==> src/rtl/issue_stage.sv <==
// Decode/issue stage: buffers 32-bit instruction words in a small FIFO and issues one
// decoded control bundle per cycle into a registered output stage for the datapath.
module issue_stage #(
    parameter int FIFO_DEPTH = 2,
    parameter int ZERO_R0    = 1,
    parameter int CNT_W      = 16
) (
    input  logic             clk,
    input  logic             rst_n,
    input  logic [31:0]      instr,
    input  logic             instr_valid,
    output logic             instr_ready,
    input  logic             stall,
    output logic [2:0]       op,
    output logic             form,
    output logic [1:0]       vec,
    output logic [1:0]       write,
    output logic [3:0]       Y1,
    output logic [3:0]       Y2,
    output logic [3:0]       A,
    output logic [3:0]       B,
    output logic [3:0]       C,
    output logic [3:0]       D,
    output logic [3:0]       zero_reg,
    output logic             waw_err,
    output logic [CNT_W-1:0] issued_cnt
);

    localparam int PTR_W = (FIFO_DEPTH > 1) ? $clog2(FIFO_DEPTH) : 1;
    localparam int FCNT_W = $clog2(FIFO_DEPTH + 1);
    localparam logic [FCNT_W-1:0] DEPTH_C = FCNT_W'(FIFO_DEPTH);

    logic [31:0]       fifo_mem [FIFO_DEPTH];
    logic [PTR_W-1:0]  wr_ptr;
    logic [PTR_W-1:0]  rd_ptr;
    logic [FCNT_W-1:0] fifo_cnt;
    logic [FCNT_W-1:0] fifo_cnt_next;
    logic              ready_q;
    logic              push;
    logic              pop;
    logic [31:0]       head;
    logic [1:0]        dec_write;
    logic              dec_waw;
    logic [3:0]        dec_zero;

    // Handshake: a word transfers on the rising edge where instr_valid && instr_ready.
    // instr_ready is a flop mirroring (count < FIFO_DEPTH) before any same-cycle pop,
    // so a full buffer never accepts even while it drains; it is 0 throughout reset.
    assign instr_ready = ready_q;
    assign push        = instr_valid && ready_q;
    assign pop         = !stall && (fifo_cnt != '0);
    assign head        = fifo_mem[rd_ptr];

    always_comb begin
        fifo_cnt_next = fifo_cnt;
        case ({push, pop})
            2'b10:   fifo_cnt_next = fifo_cnt + FCNT_W'(1);
            2'b01:   fifo_cnt_next = fifo_cnt - FCNT_W'(1);
            default: fifo_cnt_next = fifo_cnt;
        endcase
    end

    // Two writes to the same register in one issue: keep Y1 and flag the word.
    always_comb begin
        dec_write = head[25:24];
        dec_waw   = 1'b0;
        if ((head[25:24] == 2'b11) && (head[23:20] == head[19:16])) begin
            dec_write = 2'b01;
            dec_waw   = 1'b1;
        end
    end

    always_comb begin
        dec_zero    = 4'b0000;
        dec_zero[0] = (ZERO_R0 != 0) && (head[15:12] == 4'd0);
        dec_zero[1] = (ZERO_R0 != 0) && (head[11:8]  == 4'd0);
        dec_zero[2] = (ZERO_R0 != 0) && (head[7:4]   == 4'd0);
        dec_zero[3] = (ZERO_R0 != 0) && (head[3:0]   == 4'd0);
    end

    always_ff @(posedge clk) begin
        if (push) begin
            fifo_mem[wr_ptr] <= instr;
        end
    end

    // Pointers are power-of-two wide, so they wrap modulo FIFO_DEPTH naturally.
    always_ff @(posedge clk or negedge rst_n) begin
        if (!rst_n) begin
            wr_ptr   <= '0;
            rd_ptr   <= '0;
            fifo_cnt <= '0;
            ready_q  <= 1'b0;
        end else begin
            if (push) begin
                wr_ptr <= wr_ptr + PTR_W'(1);
            end
            if (pop) begin
                rd_ptr <= rd_ptr + PTR_W'(1);
            end
            fifo_cnt <= fifo_cnt_next;
            ready_q  <= (fifo_cnt_next < DEPTH_C);
        end
    end

    // Output bundle: loaded on a pop; otherwise only write drops to a bubble.
    always_ff @(posedge clk or negedge rst_n) begin
        if (!rst_n) begin
            op         <= 3'b000;
            form       <= 1'b0;
            vec        <= 2'b00;
            write      <= 2'b00;
            Y1         <= 4'd0;
            Y2         <= 4'd0;
            A          <= 4'd0;
            B          <= 4'd0;
            C          <= 4'd0;
            D          <= 4'd0;
            zero_reg   <= 4'b0000;
            waw_err    <= 1'b0;
            issued_cnt <= '0;
        end else if (pop) begin
            op         <= head[31:29];
            form       <= head[28];
            vec        <= head[27:26];
            write      <= dec_write;
            Y1         <= head[23:20];
            Y2         <= head[19:16];
            A          <= head[15:12];
            B          <= head[11:8];
            C          <= head[7:4];
            D          <= head[3:0];
            zero_reg   <= dec_zero;
            issued_cnt <= issued_cnt + CNT_W'(1);
            if (dec_waw) begin
                waw_err <= 1'b1;
            end
        end else begin
            write <= 2'b00;
        end
    end

endmodule

==> config.mk <==
export PLATFORM = sky130hd
export DESIGN_NAME = issue_stage
export DESIGN_NICKNAME = d
export VERILOG_FILES = /design/src/rtl/issue_stage.sv
export SDC_FILE = /design/constraint.sdc
export NUM_CORES = 1
export LEC_CHECK = 0
export BUFFER_PORTS_ARGS = -buffer_cell sky130_fd_sc_hd__buf_4
export CORE_ASPECT_RATIO = 0.5
export CORE_UTILIZATION = 49
export DETAILED_ROUTE_END_ITERATION = 10
export GPL_ROUTABILITY_DRIVEN = 0
export HOLD_SLACK_MARGIN = 0.03
export PLACE_DENSITY = 0.76
export REMOVE_ABC_BUFFERS = 1
export SYNTH_ARGS = -nofsm -noshare
export SYNTH_HDL_FRONTEND = slang
export SYNTH_SLANG_ARGS = --single-unit
==> constraint.sdc <==
create_clock -name clk -period 5.87 [get_ports clk]
set_input_delay 1.4675 -clock clk [delete_from_list [all_inputs] [get_ports clk]]
set_output_delay 1.4675 -clock clk [all_outputs]
set_load 0.01 [all_outputs]
==> results by stage <==
Status:
- The flow ran to the end, and the final reports show no timing, DRC or antenna violations.

Synthesis:
- Of all cell types, the one taking the most synthesized area is sky130_fd_sc_hd__edfxtp_1.
- The fraction of post-synthesis cell area in the top cell type by area is between 40% and 50%.
- The part of the Yosys area used for sequential elements is 72.0%.
- The post-synthesis cell area is 4680 µm².
- The post-synthesis register bit count is 122.
- The synthesized instance count is 324.
- For this run, the leading register cell type out of synthesis is sky130_fd_sc_hd__edfxtp_1.
- For this run, the number of Yosys warnings is 0.
- The share of synthesized registers carrying an async set or reset is a little under half.
- Yosys mapped a number of flops with a built-in enable equal to 64.
- Yosys attributes the largest share of cell area to sky130_fd_sc_hd__edfxtp_1, sky130_fd_sc_hd__dfrtp_1, sky130_fd_sc_hd__mux2i_1.
- A synthesized cell averages around 14 µm².
- After synthesis, the netlist uses 33 different library cells.

STA:
- Setup repair after global routing left no endpoint under its margin.
- Setup violations remaining at the end of the flow were counted as 0.
- The clock arrives with about 0.0054 ns of skew.
- For this run, the top clock speed supported by timing is between 300 and 400 MHz.
- Of the available clock period, the critical path in the final layout requires 43.3%.
- The post-route setup TNS is 0 ns.
- The count of pins over their slew limit was 0.
- The number of endpoints with negative hold slack in the final report was 0.
- Across all setup checks in the final design, the least slack found is approximately 3.3 ns.
- Headroom to the max-slew limit came out at between 20% and 30%.
- The transition time at the pin with the least slew margin is roughly 1.2 ns.
- The routed design could run at a clock period as short as about 2.5 ns.

Floorplan:
- The height of the die is just over 70 µm.
- The initial utilization of the core area, before any placement, comes to 52.2%.
- The number of primary I/O pins is 90.
- After floorplanning, the core was sized to cover ~9000 µm².
- The horizontal extent of the die is around 140 µm.
- The standard-cell row count is 24.
- The die covers approximately 10000 µm².

Worst setup path:
- The slowest library cell on the worst path is sky130_fd_sc_hd__o21bai_4.
- The worst path required time is between 6 and 7 ns.
- The signal on the critical path passes through buf_4 > o21bai_4 > inv_2 > ha_1 > xnor2_1 > nor2_1 > xor2_1 > inv_1.
- On the worst path, the slowest cell contributes a delay of 0.28 ns.
- Along the worst path, the maximum fanout reaches 25.
- The launch point of the worst path is stall.
- In this run the critical register-to-register path is launched from fifo_cnt[0]$_DFFE_PN0N_.
- The critical path in this run is classified as primary input to flip-flop.
- The critical path startpoint category is a primary input.
- STA puts the critical path data arrival time at around 2.8 ns.
- STA classifies the critical path endpoint as a flip-flop.

Clock network:
- The clock tree synthesis step divided the H-tree into 4 levels.
- The number of clock sinks is roughly 120.
- The cell chosen for the clock root is sky130_fd_sc_hd__clkbuf_16.
- The later pin in the worst-skew pair is clocked with a latency of 0.41 ns.
- The number of cells upsized or downsized after cts is 0.
- The deepest clock path buffer count is 2.
- The post-CTS setup repair buffer count is 0.
- The clock input transition at the sequential cells of the worst setup and hold paths is approximately 0.060 ns.
- Hold repair after CTS inserted 0 buffers.
- TritonCTS built the clock tree.
- The total clock buffers created by CTS is 17.

Place:
- Summing all placed instances gives a cell area of about 5500 µm².
- After legalization and detailed placement, the total HPWL measured between 5000 and 6000 µm.
- In this run, placement finished with an instance count of 520.
- The placement-stage worst setup slack is around 2.9 ns.
- During placement, the flow inserted port buffers numbering between 80 and 90.

Cells and area:
- In the final layout, the registers with the most flip-flops are fifo_mem x64, issued_cnt x16.
- The register with the most flip-flops in the layout has between 60 and 70 of them.
- Cells with a size suffix above 1 make up between 20 and 30% of the layout.
- The area of all placed cells without fillers is 6010 µm².
- The number of nets in the final layout is between 400 and 500.
- The area growth from synthesis to layout is 28.4%.
- The register ranked first by flip-flop count is fifo_mem.
- Cells fill between 60% and 70% of the core in the end.
- Once layout is complete, the cells apart from fillers number 552.
- 0 antenna diodes ended up in the layout.

Routing:
- The initial DRC count is 211.
- The number of nets with antenna violations after detailed routing is 0.
- For this block, the routed nets add up to between 8000 and 9000 µm of wire.
- The vias after detailed routing is 2875.
- In the routed design, unresolved DRC markers number 0.
- The via density per instance is between 5 and 6.
- The average detailed-routed wire length per instance is about 16 µm.
- The number of optimization iterations in the first detailed-route pass is 5.

Worst hold path:
- The startpoint identified for the worst hold timing path is issued_cnt[15]$_DFFE_PN0P_.
- The min-delay analysis places its worst path in the category flip-flop to flip-flop.

Global routing:
- The initial antenna violation count is 0.
- The number of global-route vias before repair is about 3100.
- The first global-routing pass estimated 14900 µm of wire.
- The total overflow left after global routing is 0.
- Global routing used between 20% and 30% of the available tracks.
- Entering global routing, the biggest net connects between 50 and 60 pins.

Pwr:
- The highest ir drop seen on vdd is 0.235 mV.
- In this run the static leakage power is about 2.6 nW.
- The areal power density over the cells is between 500 and 600 nW/µm².

Flow run:
- The tool flagged a number of max-cap violations equal to 0.
[power breakdown]
group          switching, W  total [W]  leakage [nW]  internal, W
Clock              0.000375   0.000955         0.258     0.000579
Sequential         0.000231    0.00140          1.32      0.00117
Combinational      0.000381   0.000766          1.00     0.000385
Total              0.000987    0.00312          2.58      0.00213
[Yosys cell counts, types with 2 or more instances]
cell type and number:
sky130_fd_sc_hd__dfrtp_1 58, sky130_fd_sc_hd__a221oi_1 4, sky130_fd_sc_hd__buf_4 2, sky130_fd_sc_hd__buf_2 7
sky130_fd_sc_hd__inv_1 3, sky130_fd_sc_hd__mux2i_1 31, sky130_fd_sc_hd__and3_1 4, sky130_fd_sc_hd__nand2_1 39
sky130_fd_sc_hd__ha_1 2, sky130_fd_sc_hd__xnor2_1 18, sky130_fd_sc_hd__nor4_1 4, sky130_fd_sc_hd__nand3_1 4
sky130_fd_sc_hd__edfxtp_1 64, sky130_fd_sc_hd__xor2_1 8, sky130_fd_sc_hd__o21ai_0 28, sky130_fd_sc_hd__nor2_1 18
sky130_fd_sc_hd__a21oi_1 2, sky130_fd_sc_hd__clkbuf_1 3, sky130_fd_sc_hd__nor3_1 6, sky130_fd_sc_hd__nand2b_1 2
sky130_fd_sc_hd__nand4_1 4, sky130_fd_sc_hd__nor4_4 2
[worst max-delay path: cells and delay by family]
kind                       cells  cell delay [ns]
adders and majority gates      1             0.26
and+or+nand+nor                1             0.11
xor gates and xnor gates       2             0.32
buffers and inverters          3             0.38
AOI/OAI and AO/OA              1             0.28
[metrics by stage]
stage | power (W) | hold WS, ns
2_1_floorplan | 0.00178 | 0.461
4_1_cts | 0.00314 | 0.485
3_3_place_gp | 0.00214 | 0.462
6_report | 0.00312 | 0.477
5_1_grt | 0.00329 | 0.497
3_5_place_dp | 0.00218 | 0.471
[layer usage]
layer	wire length (µm)	global-route usage, %	up-vias
met4	170	9.28	0
met3	396	7.04	15
met2	4410	34.0	84
met5	0	0	-
li1	-	-	1377
met1	3870	23.9	1399
[final cells by class]
cell class | instances | area, µm²
Tap cell | 117 | 146
Multi-Input combinational cell | 186 | 1240
Sequential cell | 122 | 3370
Inverter | 4 | 15.0
Fill cell | 633 | 2970
Clock inverter | 15 | 126
Timing Repair Buffer | 91 | 683
Clock buffer | 17 | 425
[logic make-up (layout without fill, tap and decap cells)]
kind of cell	Yosys count	count (layout)	share of synthesized area, %
xor gates and xnor gates	26	26	4.86
DFF	122	122	72.0
muxes	31	31	6.62
buffers and inverters	16	127	1.63
adders and majority gates	2	2	0.534
AOI/OAI and AO/OA	42	42	5.48
and+or+nand+nor	85	85	8.87
[cells in the final DEF, fill, tap and decap left out, types with 2 or more instances in the layout]
| master | instances |
|---|---|
| sky130_fd_sc_hd__nor4_4 | 2 |
| sky130_fd_sc_hd__and3_1 | 4 |
| sky130_fd_sc_hd__o21ai_0 | 28 |
| sky130_fd_sc_hd__inv_6 | 3 |
| sky130_fd_sc_hd__nand3_1 | 4 |
| sky130_fd_sc_hd__ha_1 | 2 |
| sky130_fd_sc_hd__dfrtp_1 | 57 |
| sky130_fd_sc_hd__clkbuf_16 | 17 |
| sky130_fd_sc_hd__a221oi_1 | 4 |
| sky130_fd_sc_hd__nor4_1 | 4 |
| sky130_fd_sc_hd__nand2_1 | 39 |
| sky130_fd_sc_hd__mux2i_1 | 31 |
| sky130_fd_sc_hd__xor2_1 | 8 |
| sky130_fd_sc_hd__nand4_1 | 4 |
| sky130_fd_sc_hd__xnor2_1 | 18 |
| sky130_fd_sc_hd__nand2b_1 | 2 |
| sky130_fd_sc_hd__clkinvlp_4 | 6 |
| sky130_fd_sc_hd__clkinv_2 | 5 |
| sky130_fd_sc_hd__inv_1 | 3 |
| sky130_fd_sc_hd__nor3_1 | 6 |
| sky130_fd_sc_hd__a21oi_1 | 2 |
| sky130_fd_sc_hd__edfxtp_1 | 64 |
| sky130_fd_sc_hd__nor2_1 | 17 |
| sky130_fd_sc_hd__buf_4 | 91 |
[path summary, 6_finish.rpt]
check / to / slack, ns / cells after the start
max: instr_ready$_DFF_PN0_ / 3.33 / 8
min: issued_cnt[15]$_DFFE_PN0P_ / 0.48 / 1
max reg2reg: instr_ready$_DFF_PN0_ / 3.78 / 7
min reg2reg: issued_cnt[15]$_DFFE_PN0P_ / 0.48 / 1
max in group asynchronous: rd_ptr$_DFFE_PN0P_ / 4.23 / 1
min in group asynchronous: op[2]$_DFFE_PN0P_ / 1.13 / 1
(Power assumes the default switching activity.)
